--- src/rtl/approx_mult_err_monitor.sv ---
// Error-statistics monitor for an approximate multiplier: 2-stage pipeline (S1 operands/exact, S2 statistics).
// Latency: statistics reflect a sample 2 cycles after acceptance, done 3 cycles after the last one.
// Backpressure: in_ready is high only in RUN; there is no downstream backpressure.
module approx_mult_err_monitor #(
    parameter int WIDTH = 8,
    parameter int CNT_W = 17,
    parameter int SUM_W = 33
) (
    input  logic                 clk,
    input  logic                 rst_n,
    input  logic                 start,
    input  logic                 in_valid,
    output logic                 in_ready,
    input  logic [WIDTH-1:0]     in_a,
    input  logic [WIDTH-1:0]     in_b,
    input  logic [2*WIDTH-1:0]   in_approx,
    input  logic                 in_last,
    output logic                 busy,
    output logic                 done,
    output logic [CNT_W-1:0]     total_tests,
    output logic [SUM_W-1:0]     total_abs_err,
    output logic [CNT_W-1:0]     err_cases,
    output logic [2*WIDTH-1:0]   max_abs_err,
    output logic [WIDTH-1:0]     max_err_a,
    output logic [WIDTH-1:0]     max_err_b
);

    localparam int PW = 2 * WIDTH;

    typedef enum logic [1:0] {IDLE, RUN, DRAIN, DONE} state_t;

    state_t            state, state_nxt;
    logic              accept;
    logic              clear_stats;
    logic              s1_vld;
    logic [WIDTH-1:0]  s1_a, s1_b;
    logic [PW-1:0]     s1_approx, s1_exact;
    logic [PW-1:0]     abs_err;
    logic [SUM_W:0]    sum_ext;

    assign accept      = in_valid && in_ready;
    assign clear_stats = start && ((state == IDLE) || (state == DONE));

    always_ff @(posedge clk or negedge rst_n) begin
        if (!rst_n) state <= IDLE;
        else        state <= state_nxt;
    end

    always_comb begin
        state_nxt = state;
        case (state)
            IDLE:    if (start)              state_nxt = RUN;
            RUN:     if (accept && in_last)  state_nxt = DRAIN;
            DRAIN:   if (!s1_vld)            state_nxt = DONE;
            DONE:    if (start)              state_nxt = RUN;
            default:                         state_nxt = IDLE;
        endcase
    end

    always_comb begin
        in_ready = (state == RUN);
        busy     = (state == RUN) || (state == DRAIN);
        done     = (state == DONE);
    end

    always_ff @(posedge clk or negedge rst_n) begin
        if (!rst_n) begin
            s1_vld    <= 1'b0;
            s1_a      <= '0;
            s1_b      <= '0;
            s1_approx <= '0;
            s1_exact  <= '0;
        end else begin
            s1_vld <= accept;
            if (accept) begin
                s1_a      <= in_a;
                s1_b      <= in_b;
                s1_approx <= in_approx;
                s1_exact  <= PW'(in_a) * PW'(in_b);
            end
        end
    end

    assign abs_err = (s1_exact >= s1_approx) ? (s1_exact - s1_approx) : (s1_approx - s1_exact);
    // One extra bit catches the carry out so the accumulator can pin at all-ones.
    assign sum_ext = {1'b0, total_abs_err} + (SUM_W+1)'(abs_err);

    always_ff @(posedge clk or negedge rst_n) begin
        if (!rst_n) begin
            total_tests   <= '0;
            total_abs_err <= '0;
            err_cases     <= '0;
            max_abs_err   <= '0;
            max_err_a     <= '0;
            max_err_b     <= '0;
        end else if (clear_stats) begin
            total_tests   <= '0;
            total_abs_err <= '0;
            err_cases     <= '0;
            max_abs_err   <= '0;
            max_err_a     <= '0;
            max_err_b     <= '0;
        end else if (s1_vld) begin
            if (total_tests != '1)
                total_tests <= total_tests + CNT_W'(1);
            total_abs_err <= sum_ext[SUM_W] ? '1 : sum_ext[SUM_W-1:0];
            if ((abs_err != '0) && (err_cases != '1))
                err_cases <= err_cases + CNT_W'(1);
            // Strictly greater: ties keep the operands of the first occurrence.
            if (abs_err > max_abs_err) begin
                max_abs_err <= abs_err;
                max_err_a   <= s1_a;
                max_err_b   <= s1_b;
            end
        end
    end

endmodule

--- config.mk ---
export PLATFORM = sky130hd
export DESIGN_NAME = approx_mult_err_monitor
export DESIGN_NICKNAME = d
export VERILOG_FILES = /design/src/rtl/approx_mult_err_monitor.sv
export SDC_FILE = /design/constraint.sdc
export NUM_CORES = 1
export LEC_CHECK = 0
export CORE_ASPECT_RATIO = 0.75
export CORE_UTILIZATION = 30
export CTS_CLUSTER_SIZE = 10
export DETAILED_ROUTE_END_ITERATION = 8
export DONT_BUFFER_PORTS = 1
export HOLD_SLACK_MARGIN = 0.1
export MAX_ROUTING_LAYER = met4
export PLACE_DENSITY = 0.55
export SLEW_MARGIN = 15
export SYNTH_ARGS = -nofsm -noshare
export SYNTH_HDL_FRONTEND = slang
export SYNTH_SLANG_ARGS = --single-unit
export TNS_END_PERCENT = 1
--- constraint.sdc ---
create_clock -name clk -period 6.2 [get_ports clk]
set_input_delay 1.24 -clock clk [delete_from_list [all_inputs] [get_ports clk]]
set_output_delay 1.24 -clock clk [all_outputs]
set_load 0.02 [all_outputs]
# Yosys cells after proc, flatten, opt, wreduce, memory -nomap -nowiden
# Index checks and enable logic that the tools add are counted.
# Widths: inputs -> output; s select.
dict set report totals {
  reg_bits 150
  inputBits 37
  out_inout_bits 102
  wordCells 68
}
dict set report op_classes {
  n_addsub 5
  n_mul 1
  magnitude_cmp 2
  n_eq_ne 8
  n_mux 23
  reduce_logical 17
}
# cell count
set ops {}
lappend ops {{$mux 17} 6}
lappend ops {{$mux 33} 3}
lappend ops {{$mux 16} 4}
lappend ops {{$mux 8} 6}
lappend ops {{$add 17x1->17 const B} 2}
lappend ops {{$add 33x16->34} 1}
lappend ops {{$ne 17x17->1 const B} 2}
lappend ops {{$sub 16x16->16} 2}
lappend ops {{$ge 16x16->1} 1}
lappend ops {{$gt 16x16->1} 1}
lappend ops {{$mul 8x8->16} 1}
lappend ops {{$reduce_bool 16->1} 1}
lappend ops {{$reduce_bool 2->1} 4}
lappend ops {{$mux 2} 3}
lappend ops {{$pmux 2 s3} 1}
lappend ops {{$reduce_and 2->1} 3}
lappend ops {{$eq 2x2->1 const B} 2}
lappend ops {{$logic_and 1x1->1} 4}
lappend ops {{$ne 2x1->1 const B} 2}
lappend ops {{$reduce_and 3->1} 1}
lappend ops {{$eq 2x1->1 const B} 1}
lappend ops {{$logic_not 2->1} 1}
lappend ops {{$logic_or 1x1->1} 2}
lappend ops {{$ne 2x2->1 const B} 1}
lappend ops {{$reduce_or 2->1} 1}

# Logic depth before layout (Yosys ltp)
# Gate-level depths: netlist of run 1.
dict set report depth {
  depth_word 7
  mapped_depth 23
  mapped_depth_nobuf 22
}

# Least setup slack after synthesis of run 1
# No wires, ideal clock.
dict set report synth_timing {
  path_kind {reg2reg}
  startpoint {register s1_approx[0]}
  endpoint {register total_abs_err[10]}
  setup_ps 141
  t_arrival_ps 5205
  required_time_ps 6059
  setup_slack_ps 854
  path_stages_with_launch 21
  n_path_buf 1
  period_less_slack_ps 5346
  path_cell_list {dfrtp_1 > ha_1 > fa_1 > nand3b_1 > a211o_1 > and2_1 > a21oi_1 > nor4b_1 > a2111oi_0 > ha_1 > a21o_1 > a21o_1 > a21oi_1 > o211ai_1 > a31oi_1 > nor3b_1 > a311oi_1 > nor2_1 > nand3_1 > clkbuf_1 > a31oi_1}
}
dict set report synth_between {
  elab_chain_cells 6
  elab_cells_between_ends 8
  classes_between {add/sub (3); order compare (1); mux (4)}
}
# item line
set synth_lines {}
lappend synth_lines {{start: declaration} 37} ;# logic [PW-1:0] s1_approx, s1_exact;
lappend synth_lines {{start signal: assignment} 78} ;# s1_approx <= in_approx;
lappend synth_lines {{$sub 16x16->16 / $ge 16x16->1 (equally long branches)} 84} ;# assign abs_err = (s1_exact >= s1_approx) ? (s1_exact - s1_approx) : (s1_approx - s1_exact);
lappend synth_lines {{$mux 16 (*)} 84}
lappend synth_lines {{$add 33x16->34 (*)} 86} ;# assign sum_ext = {1'b0, total_abs_err} + (SUM_W+1)'(abs_err);
lappend synth_lines {{$mux 33 (*)} 106} ;# total_abs_err <= sum_ext[SUM_W] ? '1 : sum_ext[SUM_W-1:0];
lappend synth_lines {{$mux 33 (*)} 103} ;# end else if (s1_vld) begin
lappend synth_lines {{$mux 33 (*)} 96} ;# end else if (clear_stats) begin
lappend synth_lines {{end signal: assignment} 106}
lappend synth_lines {{end: declaration} 21} ;# output logic [SUM_W-1:0] total_abs_err,
# Mark *: on every way between the ends. The rest lies on a longest branch, timed or not. The select of a mux whose other input is x is not followed.
# A chain may end at the register's enable or synchronous reset.

# Worst setup path after layout of run 1
dict set report layout_timing {
  startpoint {register s1_approx[0]}
  endpoint {register total_abs_err[24]}
}
# The elaborated chain is that of the path after synthesis.

==> results of run 1 <==
-- area by class of cell --
class / count / area [um2]
sequential: 150 / 3750
tap: 504 / 631
timing repair buffer: 26 / 220
inverter: 127 / 477
fill: 3881 / 24600
antenna: 1 / 2.50
multi-input combinational: 941 / 6990
clock inverter: 11 / 149
clock buffer: 19 / 443
-- worst paths after layout --
path	start	endpoint	slack [ns]	depth (start not counted)
max	s1_approx[0]$_DFFE_PN0P_	total_abs_err[24]$_DFFE_PN0P_	0.49	20
min	rst_n	total_abs_err[29]$_DFFE_PN0P_	0.48	0
max reg2reg	s1_approx[0]$_DFFE_PN0P_	total_abs_err[24]$_DFFE_PN0P_	0.49	20
min reg2reg	s1_a[7]$_DFFE_PN0P_	s1_a[7]$_DFFE_PN0P_	0.50	1
max in group asynchronous	rst_n	s1_approx[11]$_DFFE_PN0P_	5.52	0
min in group clk	s1_a[7]$_DFFE_PN0P_	s1_a[7]$_DFFE_PN0P_	0.50	1
-- cells by family after synthesis --
| family | after synthesis | share of synthesized area (%) |
|---|---|---|
| multiplexers | 50 | 4.56 |
| adder cells (fa/ha/maj) | 146 | 18.6 |
| XOR/XNOR | 41 | 3.21 |
| flip-flops | 150 | 32.9 |
| AND/OR/NAND/NOR | 397 | 17.2 |
| AO/OA/AOI/OAI | 307 | 17.4 |
| buffers and inverters | 179 | 6.20 |
-- layout by cell type (no fill, tap or decap), drive strengths merged, types with 5 or more instances in the layout --
cell / n
dfrtp: 150
nand2: 132
inv: 129
ha: 107
o21ai: 102
nor2: 81
a21oi: 63
fa: 39
and2: 38
mux2i: 34
a31oi: 28
buf: 26
nand3: 24
xor2: 24
a21o: 20
or3: 20
nor3: 20
and3: 19
clkbuf: 19
xnor2: 17
mux2: 16
o21a: 14
nand4: 12
nand2b: 12
a211oi: 11
nor2b: 10
o31ai: 7
a311oi: 7
a2111oi: 6
nor4: 6
o41ai: 6
or4: 6
o21bai: 5
a21boi: 5
-- registers in the layout (all words and copies together) (netlist names) --
name,flops
s1_a,8
s1_exact,16
max_err_a,8
total_abs_err,33
max_err_b,8
err_cases,17
s1_approx,16
max_abs_err,16
s1_vld,1
s1_b,8
state,2
total_tests,17
-- what timing repair did --
item                                    CTS  global route
endpoints found under the setup margin    0            32
hold buffers                              0             0
gates resized for setup                   0             2
setup buffers                             0             0
-- stage by stage --
| stage | cell area, um2 | hold slack [ns] | worst slack [ns] | util, % |
|---|---|---|---|---|
| floorplan | 11400 | 0.454 | 0.854 | - |
| global placement | 12100 | 0.488 | 0.0167 | 32.4 |
| detailed placement | 12100 | 0.496 | 0.0573 | 32.4 |
| CTS | 12600 | 0.456 | 0.0376 | 34.0 |
| global route | 12700 | 0.448 | 0.150 | 34.0 |
| finish | 12700 | 0.484 | 0.495 | 34.0 |
-- critical path: cells and delay by family (launching register included) --
kind / cells / cell delay (ns)
simple gates: 7 / 1.25
compound gates: 8 / 2.09
flops: 1 / 0.38
fa+ha+maj: 3 / 1.05
buf+inv: 1 / 0.26
xor+xnor: 1 / 0.52
-- layer usage --
metal / up-vias / global-route usage [%] / part of all wire (%) / wire, um
met3: 36 / 5.53 / 6.4 / 2050
met5: - / - / 0 / 0
met4: 0 / 4.70 / 1.6 / 519
met1: 4507 / 24.4 / 50 / 16100
li1: 4427 / - / - / -
met2: 208 / 24.6 / 42 / 13500
==> out/results.ini, run 1 <==
[die]
die_area_mm2=0.0389
fp.dieH_um=171
die_w_um=227
coreArea_mm2=0.0372
start_util_pct=30.7
rows=61
ioPinCount=139

[drt]
routedWlPerCell_um=18.1
drc=0
wl_um=32100
drtIter0Drc=653
via_per_inst=5.16
drtPass1Iterations=5
vias=9178
ant_nets=0

[logic_synthesis]
synthesis.area_mm2=0.0114
yosys_warnings=0
syn_avg_cell_area_um2=8.99
synth.most_common_cell=dfrtp_1
synthFlopType=dfrtp_1
synth_nets=1453
synth_area_leaders=dfrtp_1, ha_1, fa_1
ys_top_cells_by_count=dfrtp_1, nand2_1, inv_1, ha_1, o21ai_0
synth_top_cell_by_area=dfrtp_1
seq_area_frac_synth_pct=32.9
synth_edf_count=0
synthDistinctLibCells=76
async_flop_share_pct=100
synthCells=1270
yosysTopAreaCellShare_pct=32.9
synth-seq-cells=150

[setup_path]
worst_path_max_delay_cell=xor2_1
crit_type=flip-flop to flip-flop
cpPeakStageDelay_ns=0.52
start_kind=flip-flop
crit_fanout=9
crit_arrival_ns=5.99
critPathRequiredTime_ns=6.49
path_cells=ha_1 > fa_1 > nand3b_1 > a211o_1 > and2_1 > a21oi_2 > buf_4 > nor4_1 > a21oi_1 > xor2_1 > ha_1 > and3_1 > a221o_1 > a21oi_1 > o21ai_0 > o311ai_0 > nand2_1 > and3_1 > a31oi_1 > nor3_1
end_kind=flip-flop

[clock_tree]
cts_sinks=150
numCtsBuffers=17
insertion_delay_ns=0.44
clkTransAtPathRegs_ns=0.07
ctsHtreeMaxLevel=4
cts_tree=built
root_buffer=clkbuf_16
ctsLongestPathBuffers=2

[sta]
max_freq_ghz=0.175
drv_slew=0
finalSetupViolations=0
worst_pin_slew_ns=0.987
tns_ns=0
grt_setup_unrepaired=false
fin_skew_ns=0.0139
relSlewSlack_pct=33.8
hold_viol=0
min_period_ns=5.71
post-route-period-util_pct=92.0

[layout]
drive_above_1_share_pct=8.01
final_cells=1779
area_delta_synth_final_pct=10.9
layout.nets=1446

[job]
max_cap_violations=0

[placement]
dp.cells=1748
hpwl_um=24400
place_congestion=0.906
numPortBuffers=0

[grt]
grt_pass1_wl_um=51300
antenna_found_initial=1
grt_max_degree=151
first_global_vias=8911
overflow=0
grt_use_total_pct=17.7

[worst_hold_path]
hold_path_class=input pin to async pin

[run_status]
outcome=complete, no violations

Power of run 1 is not shown: default switching activity piles up to over one toggle a cycle in this logic, so the estimate is an artifact.
==> inputs of run 2 (changes only) <==
--- a/config.mk
+++ b/config.mk
@@ -6,4 +6,5 @@
 export NUM_CORES = 1
 export LEC_CHECK = 0
+export CAP_MARGIN = 25
 export CORE_ASPECT_RATIO = 0.75
 export CORE_UTILIZATION = 30
==> constraint.sdc (replaced) <==
create_clock -name clk -period 6.2 [get_ports clk]
set_input_delay 0.31 -clock clk [delete_from_list [all_inputs] [get_ports clk]]
set_output_delay 0.31 -clock clk [all_outputs]
set_load 0.02 [all_outputs]
==> out/results.ini, run 2 (synthesized netlist as in run 1, its figures left out) <==
[drt]
drtIter0Drc=571  ; -13%
vias=9292  ; +1.2%
ant_nets=0  ; unchanged
routedWlPerCell_um=17.9  ; -0.82%
via_per_inst=5.11  ; -0.98%
drc=0  ; unchanged
drtPass1Iterations=5  ; unchanged
wl_um=32600  ; +1.4%

[grt]
first_global_vias=8885  ; -0.29%
grt_max_degree=151  ; unchanged
grt_pass1_wl_um=51900  ; +1.1%
grt_util_met1_pct=25.8  ; +1.4 points
grt_use_total_pct=17.8  ; +0.17 points
antenna_found_initial=1  ; unchanged
use_met2_pct=24.5  ; -0.093 points
busiest_layer=met1
overflow=0  ; unchanged
use_met3_pct=4.26  ; -1.3 points

[worst_hold_path]
worstHoldStart=start
hold_path_class=input pin to flip-flop

[sta]
tns_ns=0  ; unchanged
finalSetupViolations=0  ; unchanged
fin_skew_ns=0.0169  ; +0.00300 ns
fin_ws_ns=0.536  ; +0.0411 ns
grt_setup_unrepaired=false
hold_viol=0  ; unchanged
min_period_ns=5.66  ; -0.0411 ns
relSlewSlack_pct=39.4  ; +5.6 points
max_freq_ghz=0.177  ; +0.73%
worst_pin_slew_ns=0.905  ; -0.0817 ns
post-route-period-util_pct=91.4  ; -0.66 points
drv_slew=0  ; unchanged

[setup_path]
end_kind=flip-flop
start_kind=flip-flop
crit_fanout=9  ; unchanged
crit_type=flip-flop to flip-flop
crit_arrival_ns=5.96  ; -0.03 ns
crit_path_start=s1_approx[0]$_DFFE_PN0P_
critPathRequiredTime_ns=6.49  ; about the same
rr_startpoint=s1_approx[0]$_DFFE_PN0P_

[run_status]
outcome=complete, no violations

[die]
start_util_pct=30.7  ; unchanged
die_area_mm2=0.0389  ; unchanged
coreArea_mm2=0.0372  ; unchanged
rows=61  ; unchanged
die_w_um=227  ; unchanged
fp.dieH_um=171  ; unchanged
ioPinCount=139  ; unchanged

[layout]
diodes=0  ; -1
seqCellArea_mm2=0.00375  ; unchanged
fill_cells=3912  ; +0.80%
area_delta_synth_final_pct=14.7
drive_above_1_share_pct=8.06  ; +0.055 points
mostFrequentLayoutCells=dfrtp_1, nand2_1, inv_1, ha_1, o21ai_0
largest-register=total_abs_err
largest_reg_flops=33  ; unchanged
multi_input_area_mm2=0.00698  ; -0.18%
final_common_cell=dfrtp_1
layout.nets=1485  ; +2.7%
largestRegisters=total_abs_err (33), err_cases (17), total_tests (17)

[placement]
post-place-ws_ns=0.379  ; +0.322 ns
place_congestion=0.892  ; -1.6%
numPortBuffers=0  ; unchanged
hpwl_um=24500  ; +0.55%

[clock_tree]
clkTransAtPathRegs_ns=0.07  ; about the same
insertion_delay_ns=0.45  ; about the same
post-cts-setup-buffer-count=0  ; unchanged
ctsLongestPathBuffers=2  ; unchanged
cts_tree=built
ctsHtreeMaxLevel=4  ; unchanged
numCtsBuffers=17  ; unchanged
root_buffer=clkbuf_16
cts_sinks=150  ; unchanged

[job]
max_cap_violations=0  ; unchanged

run 2: cell count changes in the layout (fill, tap and decap cells not counted), moves of 2 or more:
| cell | delta |
|---|---|
| a211oi_1 | +2 |
| a211oi_2 | -2 |
| buf_16 | +2 |
| buf_2 | +2 |
| clkinv_4 | +5 |
| clkinvlp_4 | -3 |
| dlygate4sd3_1 | +34 |
run 2: layer usage:
metal | part of all wire, % | routed length, um
met5 | 0 | 0
met1 | 51 | 16500
met4 | 1.2 | 399
met3 | 5.9 | 1910
met2 | 42 | 13800
run 2: final timing paths:
check	endpoint	slack, ns	depth (start not counted)
max	total_abs_err[24]$_DFFE_PN0P_	0.54	20
min	state[0]$_DFFE_PN0P_	0.15	3
max reg2reg	total_abs_err[24]$_DFFE_PN0P_	0.54	20
min reg2reg	s1_b[5]$_DFFE_PN0P_	0.51	1
max in group asynchronous	s1_exact[2]$_DFFE_PN0P_	4.99	2
min in group asynchronous	total_abs_err[13]$_DFFE_PN0P_	0.52	2
run 2: timing repair:
item	4_1_cts	5_1_grt
hold buffers	35	0
setup endpoints to repair	0	11
hold endpoints to repair	184	0
gates resized for setup	0	1
run 2: cell type report:
class / instances / area share, %
well taps: 504 / 4.81
clock inverters: 12 / 1.28
multi-input cells: 941 / 53.2
inverters: 127 / 3.64
repair buffers: 65 / 4.89
flip-flops and latches: 150 / 28.6
clock buffers: 20 / 3.49
run 2: critical path: stages, from the launching register on:
cell	delay, ns
dfrtp_1	0.38
ha_1	0.23
fa_1	0.41
nand3b_1	0.20
a211o_1	0.29
and2_1	0.21
a21oi_2	0.37
buf_4	0.26
nor4_1	0.08
a21oi_1	0.15
xor2_1	0.48
ha_1	0.39
and3_1	0.22
a221o_1	0.35
a21oi_1	0.15
o21ai_0	0.13
o311ai_0	0.47
nand2_1	0.22
and3_1	0.27
a31oi_1	0.21
nor3_1	0.07
run 2: through the flow:
| step | cell area [um2] | instances | hold WS [ns] | util [%] |
|---|---|---|---|---|
| after CTS | 13100 | 1819 | 0.123 | 35.2 |
| after global routing | 13100 | 1819 | 0.165 | 35.2 |
| after global placement | 12100 | 1748 | 0.0172 | 32.4 |
| final | 13100 | 1819 | 0.151 | 35.2 |
| after floorplan | 11400 | 1270 | 0.0144 | - |
| after detailed placement | 12100 | 1752 | 0.0177 | 32.5 |
Power of run 2 is left out for the same reason.
